<file path="src/rtl/add_acc_pkg.sv">
// ---------------------------------------------------------------------------
// add_acc_pkg : shared FSM state type and default widths for add_accumulator
// Rev 1.0
// ---------------------------------------------------------------------------
`default_nettype none

package add_acc_pkg;

  localparam int DEF_DATA_WIDTH = 64;
  localparam int DEF_CNT_WIDTH  = 8;

  typedef enum logic [1:0] {
    IDLE  = 2'd0,
    ACCUM = 2'd1,
    DONE  = 2'd2
  } acc_state_e;

endpackage

`default_nettype wire

</file>
<file path="src/rtl/add_accumulator_rca.sv">
// ---------------------------------------------------------------------------
// ripple_carry_adder : bit-serial-carry adder with explicit carry in/out
// Rev 1.0
// ---------------------------------------------------------------------------
`default_nettype none

module ripple_carry_adder
  import add_acc_pkg::*;
#(
  parameter int DATA_WIDTH = DEF_DATA_WIDTH
) (
  input  logic [DATA_WIDTH-1:0] a,
  input  logic [DATA_WIDTH-1:0] b,
  input  logic                  c_in,
  output logic [DATA_WIDTH-1:0] sum,
  output logic                  c_out
);

  logic w_carry;

  always_comb begin
    sum     = '0;
    w_carry = c_in;
    for (int i = 0; i < DATA_WIDTH; i++) begin
      sum[i]  = a[i] ^ b[i] ^ w_carry;
      w_carry = (a[i] & b[i]) | (w_carry & (a[i] ^ b[i]));
    end
    c_out = w_carry;
  end

endmodule

`default_nettype wire

</file>
<file path="src/rtl/add_accumulator.sv">
// ---------------------------------------------------------------------------
// add_accumulator : streaming block accumulator with sticky overflow and
//                   saturating operand count. Optional: ADD_ACC_SATURATE_EN
// Rev 1.0
// ---------------------------------------------------------------------------
`default_nettype none

module add_accumulator
  import add_acc_pkg::*;
#(
  parameter int DATA_WIDTH = DEF_DATA_WIDTH,
  parameter int CNT_WIDTH  = DEF_CNT_WIDTH
) (
  input  logic                  clk,
  input  logic                  rst,
  input  logic                  in_valid,
  output logic                  in_ready,
  input  logic [DATA_WIDTH-1:0] in_data,
  input  logic                  in_last,
  output logic                  out_valid,
  input  logic                  out_ready,
  output logic [DATA_WIDTH-1:0] out_sum,
  output logic                  out_ovf,
  output logic [CNT_WIDTH-1:0]  out_count
);

  localparam logic [CNT_WIDTH-1:0] C_CNT_ONE = {{(CNT_WIDTH-1){1'b0}}, 1'b1};
  localparam logic [CNT_WIDTH-1:0] C_CNT_MAX = '1;

  acc_state_e            state_q, state_d;
  logic [DATA_WIDTH-1:0] acc_q, acc_d;
  logic                  ovf_q, ovf_d;
  logic [CNT_WIDTH-1:0]  count_q, count_d;

  logic [DATA_WIDTH-1:0] w_add_a;
  logic [DATA_WIDTH-1:0] w_sum;
  logic                  w_c_out;
  logic                  w_accept;
  logic [DATA_WIDTH-1:0] w_acc_next;

  // The first operand of a block is added to zero so no stale sum leaks in.
  assign w_add_a = (state_q == IDLE) ? '0 : acc_q;

  ripple_carry_adder #(
    .DATA_WIDTH (DATA_WIDTH)
  ) u_adder (
    .a     (w_add_a),
    .b     (in_data),
    .c_in  (1'b0),
    .sum   (w_sum),
    .c_out (w_c_out)
  );

`ifdef ADD_ACC_SATURATE_EN
  assign w_acc_next = w_c_out ? '1 : w_sum;
`else
  assign w_acc_next = w_sum;
`endif

  assign in_ready  = !rst && (state_q != DONE);
  assign out_valid = !rst && (state_q == DONE);
  assign w_accept  = in_valid && in_ready;

  assign out_sum   = acc_q;
  assign out_ovf   = ovf_q;
  assign out_count = count_q;

  always_comb begin
    state_d = state_q;
    acc_d   = acc_q;
    ovf_d   = ovf_q;
    count_d = count_q;
    case (state_q)
      IDLE, ACCUM: begin
        if (w_accept) begin
          acc_d   = w_acc_next;
          state_d = in_last ? DONE : ACCUM;
          if (state_q == IDLE) begin
            ovf_d   = w_c_out;
            count_d = C_CNT_ONE;
          end else begin
            ovf_d   = ovf_q | w_c_out;
            count_d = (count_q == C_CNT_MAX) ? C_CNT_MAX : count_q + C_CNT_ONE;
          end
        end
      end
      DONE: begin
        if (out_valid && out_ready) begin
          state_d = IDLE;
        end
      end
      default: state_d = IDLE;
    endcase
  end

  always_ff @(posedge clk) begin
    if (rst) begin
      state_q <= IDLE;
      acc_q   <= '0;
      ovf_q   <= 1'b0;
      count_q <= '0;
    end else begin
      state_q <= state_d;
      acc_q   <= acc_d;
      ovf_q   <= ovf_d;
      count_q <= count_d;
    end
  end

endmodule

`default_nettype wire

</file>
<file path="config.mk">
export PLATFORM = sky130hd
export DESIGN_NAME = add_accumulator
export DESIGN_NICKNAME = d
export VERILOG_FILES = /design/src/rtl/add_acc_pkg.sv /design/src/rtl/add_accumulator_rca.sv /design/src/rtl/add_accumulator.sv
export SDC_FILE = /design/constraint.sdc
export NUM_CORES = 1
export LEC_CHECK = 0
export ABC_AREA = 1
export BUFFER_PORTS_ARGS = -buffer_cell sky130_fd_sc_hd__buf_2
export CAP_MARGIN = 15
export CELL_PAD_IN_SITES_DETAIL_PLACEMENT = 2
export CELL_PAD_IN_SITES_GLOBAL_PLACEMENT = 2
export CORE_MARGIN = 2
export CORE_UTILIZATION = 27
export DETAILED_ROUTE_END_ITERATION = 8
export HOLD_SLACK_MARGIN = 0.06
export PLACE_DENSITY = 0.74
export SYNTH_ARGS = -nofsm -noshare
export SYNTH_HDL_FRONTEND = slang
export SYNTH_HIERARCHICAL = 1
export SYNTH_SLANG_ARGS = --single-unit
export TNS_END_PERCENT = 5
</file>
<file path="constraint.sdc">
create_clock -name clk -period 25.8 [get_ports clk]
set_input_delay 2.58 -clock clk [delete_from_list [all_inputs] [get_ports clk]]
set_output_delay 2.58 -clock clk [all_outputs]
set_load 0.01 [all_outputs]
</file>
Word level (Yosys, flattened, before mapping)
Cells that the tools add are included.
{"block": "word_totals", "regBits": 75, "word_cells": 346, "output_inout_bits": 75}
{"block": "op_classes", "eq_ne": 6, "n_bitwise": 318, "addsub": 1, "muxes": 8, "n_reduce_logical": 9}
{"cell": "1-bit bitwise AND", "count": 127}
{"cell": "1-bit XOR", "count": 127}
{"cell": "64-bit two-way mux", "count": 1}
{"cell": "1-bit OR", "count": 64}
{"cell": "8-bit two-way mux", "count": 2}
{"cell": "8-bit by 1-bit adder with 8-bit output, second input constant", "count": 1}
{"cell": "8-bit == test, second input constant", "count": 1}
{"cell": "2-bit two-way mux", "count": 3}
{"cell": "1-bit logical AND", "count": 4}
{"cell": "2-bit != test, second input constant", "count": 2}
{"cell": "2-bit case mux with 2 select lines", "count": 1}
{"cell": "2-bit AND reduction", "count": 2}
{"cell": "2-bit by 1-bit == test with 1-bit output, second input constant", "count": 1}
{"cell": "2-bit == test, second input constant", "count": 1}
{"cell": "2-bit zero test", "count": 1}
{"cell": "2-bit by 1-bit != test with 1-bit output, second input constant", "count": 1}
{"cell": "2-bit OR reduction", "count": 1}
{"cell": "1-bit zero test", "count": 1}
{"cell": "1-bit two-way mux", "count": 1}

Longest topological paths before layout
{"block": "logic_depth", "word_depth": 131, "mapped_depth": 72, "mapped_depth_nobuf": 72}

Cells and area by module
The synthesis kept the hierarchy.
{"mod": "add_accumulator", "instances": 1, "seq_area_each_um2": 1501.4, "area_per_inst_um2": 3186.8, "cells_per_inst": 439}
{"mod": "ripple_carry_adder", "instances": 1, "seq_area_each_um2": 0.0, "area_per_inst_um2": 1318.8, "cells_per_inst": 74}

Worst setup path after synthesis
Ideal clock, no wire load.
{"block": "synth_path", "kind": "input to register", "start": "in in_data[0]", "end": "reg acc_q[63] (netlist: out_sum[63])", "arrival_time_ns": 27.011, "t_required_ns": 25.730, "cell_stages": 70, "path_slack_ns": -1.281, "path_cell_list": "fa_1 -> fa_1 -> fa_1 -> fa_1 -> fa_1 -> fa_1 -> fa_1 -> fa_1 -> fa_1 -> fa_1 -> fa_1 -> fa_1 -> fa_1 -> fa_1 -> fa_1 -> fa_1 -> inv_1 -> fa_1 -> (+34 left out) -> fa_1 -> fa_1 -> fa_1 -> fa_1 -> fa_1 -> fa_1 -> fa_1 -> fa_1 -> fa_1 -> fa_1 -> fa_1 -> fa_1 -> fa_1 -> inv_1 -> fa_1 -> inv_1 -> o21ai_0 -> a21oi_1"}
{"block": "synth_between", "elab_chain_len": 126}
{"item": "start: declaration", "line_no": "add_accumulator.sv:18", "rtl": "input logic [DATA_WIDTH-1:0] in_data,"}
{"item": "1-bit bitwise AND (2 in series)", "line_no": "add_accumulator_rca.sv:26", "rtl": "w_carry = (a[i] & b[i]) | (w_carry & (a[i] ^ b[i]));"}
{"item": "1-bit OR", "line_no": "add_accumulator_rca.sv:26"}
{"item": "1-bit bitwise AND", "line_no": "add_accumulator_rca.sv:26"}
{"item": "1-bit OR", "line_no": "add_accumulator_rca.sv:26"}
{"item": "1-bit bitwise AND", "line_no": "add_accumulator_rca.sv:26"}
{"item": "1-bit OR", "line_no": "add_accumulator_rca.sv:26"}
{"item": "1-bit bitwise AND", "line_no": "add_accumulator_rca.sv:26"}
{"item": "1-bit OR", "line_no": "add_accumulator_rca.sv:26"}
{"item": "(+110 left out)"}
{"item": "1-bit bitwise AND", "line_no": "add_accumulator_rca.sv:26"}
{"item": "1-bit OR", "line_no": "add_accumulator_rca.sv:26"}
{"item": "1-bit bitwise AND", "line_no": "add_accumulator_rca.sv:26"}
{"item": "1-bit OR", "line_no": "add_accumulator_rca.sv:26"}
{"item": "1-bit bitwise AND", "line_no": "add_accumulator_rca.sv:26"}
{"item": "1-bit OR", "line_no": "add_accumulator_rca.sv:26"}
{"item": "1-bit XOR", "line_no": "add_accumulator_rca.sv:25", "rtl": "sum[i] = a[i] ^ b[i] ^ w_carry;"}
{"item": "named net w_acc_next[63]", "line_no": "add_accumulator.sv:39", "rtl": "logic [DATA_WIDTH-1:0] w_acc_next;"}
{"item": "end signal: assignment", "line_no": "add_accumulator.sv:99", "rtl": "acc_q <= '0;"}
{"item": "end signal: assignment", "line_no": "add_accumulator.sv:104", "rtl": "acc_q <= acc_d;"}
{"item": "end: declaration", "line_no": "add_accumulator.sv:31", "rtl": "logic [DATA_WIDTH-1:0] acc_q, acc_d;"}
The timed path passes the listed nets, and every way through them passes these cells.
A chain may end at the register's enable or synchronous reset.

Worst setup path after layout
Ends and elaborated chain as after synthesis.

==> results.toml <==
[run_status]
status = "finished, final reports clean"

[timing]
worst_pin_slew_ns = 1.05
setup_violations = 0
worst_slack_ns = 0.272
rsz0062_at_grt = "true"
final_hold_viol_count = 0
slew_violations = 0
skew_ns = 0.00938
timing.fmax_mhz = 39.2
fin_crit_sh_pct = 98.9
hold_ws_ns = 0.469
maxSlewHeadroom_pct = 30.2
period_minus_slack_ns = 25.53
fin_tns_setup_ns = 0

[worst_setup_path]
worst_setup_path_start_kind = "input port"
r2r-end = "out_sum[63]"
cp_slowest_cell = "fa_1"
r2r_cells = 72
worstSetupPathType = "input port to register"
crit_top_cell = "fa_2"
r2r_slack_ns = 1.87
crit_fanout = 1
max_stage_delay_ns = 0.40
arrival_ns = 25.80
cp.required_ns = 26.07
r2r_start = "state_q[1]"
end_kind = "register"

[logic_synthesis]
synth_top_family_by_area = "adder cells"
synthAdderAreaFrac_pct = 28.7
synth_compound_area_share_pct = 16.5
synth_fp_nets = 647
yosys_warnings = 6
netlist_instances = 513
synth_xor_area_share_pct = 0
yosys.area_share.simple_pct = 10.4
synthMuxAreaShare_pct = 0
synthTopCellsByArea = "dfxtp_1 33%, fa_1 28%, a21oi_1 8.0%, o21ai_0 7.0%, inv_1 7.0%"
synth_area_um2 = 4510
ys_ff_latch = 75
synth_cell_type_count = 26
syn_avg_cell_area_um2 = 8.78
netlist.top_cell.by_area = "dfxtp_1"
ys_seq_area_share_pct = 33.3
yosysTopAreaCellShare_pct = 33.3

[finish]
drive_gt1_share_pct = 35.8
mostFrequentLayoutCells = "143 x buf_2, 83 x inv_1, 75 x dfxtp_1, 73 x nor2_1, 72 x a21oi_1"
multi_input_area_um2 = 2670
final_common_cell = "buf_2"
finalNetCount = 776
design_area_um2 = 5770
regArea_um2 = 1500
diodes = 0
nFillCells = 1902
syn2layout_area_growth_pct = 28.0

[worst_hold_path]
hold_end = "out_sum[43]"
hold_path_depth = 2
hp-class = "register to register"
worstHoldStart = "out_sum[43]"

[power]
leakagePower_nw = 2.48
switching_share_pct = 30.5
p_total_mw = 0.308
combPwrFrac_pct = 19.7
power_density_nw_per_um2 = 53.5
peakVddDrop_uv = 30.2
p_clk_share_pct = 38.6
power_frac_seq_pct = 41.7
p_sw_mw = 0.0941
p_int_mw = 0.214

[floorplanning]
die_area_um2 = 17700
fp.dieH_um = 133
pin_count = 144
fp.dieW_um = 133
initial_core_util_pct = 27.4
rows = 47
core_um2 = 16500

[routing]
vias_per_cell = 4.50
met3_length_um = 711
dr_wl_met2_um = 7260
drt_first_pass_iters = 3
drc = 0
drt_iter0_drc = 79
routed.top_layer = "met4"
ant_nets = 0
vias = 3895
drt-total-wl_um = 13800
drt-met1-wl_um = 5640
wl_per_cell_um = 15.9

[placement]
dp_hpwl_um = 10200
gp_congestion = 0.747
place_area_um2 = 5430
port_buffers = 143
place_ws_ns = -1.15

[cts]
cts_made_buffers = 9
cts_sinks = 75
worstSkewPairLatency_ns = 0.34
htreeDepth = 3
cts_tree = "built"
clockBufferDepth = 2
post-cts-setup-buffer-count = 0
clkTransAtPathRegs_ns = 0.07
cts_root_buf = "clkbuf_16"

[global_routing]
grt_antenna_before_repair = 0
grt_pass1_vias = 4525
grt_pass1_wl_um = 22900
grt_usage_pct = 16.3
grt_overflow = 0
grt_max_degree = 83

[flow_run]
maxCapViolCount = 0
[metal layers]
| metal | up-vias | track usage (%) |
|---|---|---|
| li1 | 1847 | - |
| met5 | - | 0 |
| met3 | 12 | 3.77 |
| met1 | 1946 | 18.8 |
| met4 | 0 | 4.67 |
| met2 | 90 | 30.1 |
[synth_stat cells, drive strengths merged]
library cell	instances
buf	15
dfxtp	75
nor2	77
inv	84
nand3	6
fa	64
conb	1
a21oi	75
o211ai	1
clkbuf	13
nand2	30
o21bai	1
o21ai	67
nand4	1
nor3	1
ha	1
a31oi	1
[stage by stage]
step / utilization (%) / cells
6_report: 35.0 / 866
5_1_grt: 35.0 / 866
4_1_cts: 34.9 / 866
3_3_place_gp: 33.0 / 851
2_1_floorplan: - / 513
3_5_place_dp: 33.0 / 851
[layout make-up]
cell class,instances,share of cell area (%)
Clock buffer,10,4.14
Clock inverter,5,0.521
Inverter,84,5.47
Multi-Input combinational cell,326,46.2
Sequential cell,75,26.0
Tap cell,220,4.77
Timing Repair Buffer,146,12.8
[sequential cells by signal (all words and copies together), names as in the netlist]
signal / count
out_count: 8
out_ovf: 1
out_sum: 64
state_q: 2
[power groups by stage]
stage	Sequential [mW]	Combinational, mW	Clock, mW
2_1_floorplan	0.134	0.0312	0
3_3_place_gp	0.131	0.0566	0
3_5_place_dp	0.131	0.0607	0
4_1_cts	0.129	0.0623	0.124
5_1_grt	0.130	0.0703	0.129
6_report	0.129	0.0608	0.119
[cell families after synthesis]
kind of cell,Yosys count
and+or+nand+nor,115
AOI/OAI and AO/OA,145
other,1
buffers and inverters,112
adders and majority gates,65
DFF,75
[critical path, delay by kind of cell]
kind            cells  cell delay (ns)
fa+ha+maj          64            22.57
buf+inv             5             0.38
compound gates      2             0.24
[worst max path at each step]
stage	startpoint	endpoint	slack [ns]	cells past startpoint
6_report	in_data[0]	out_sum[63]	0.27	71
5_1_grt	in_data[0]	out_sum[63]	-0.37	71
4_1_cts	in_data[0]	out_sum[63]	0.001	71
3_5_place_dp	in_data[0]	out_sum[63]	-1.15	71
3_3_place_gp	in_data[0]	out_sum[63]	-0.79	71
2_1_floorplan	in_data[0]	out_sum[63]	0.001	70
[repair_timing]
| item | in CTS | in global routing |
|---|---|---|
| pin swaps | 4 | 10 |
| resized for setup | 21 | 7 |
| hold buffers | 0 | 0 |
| setup endpoints to repair | 4 | 3 |
Note: power is estimated with default switching activity, not from simulation.
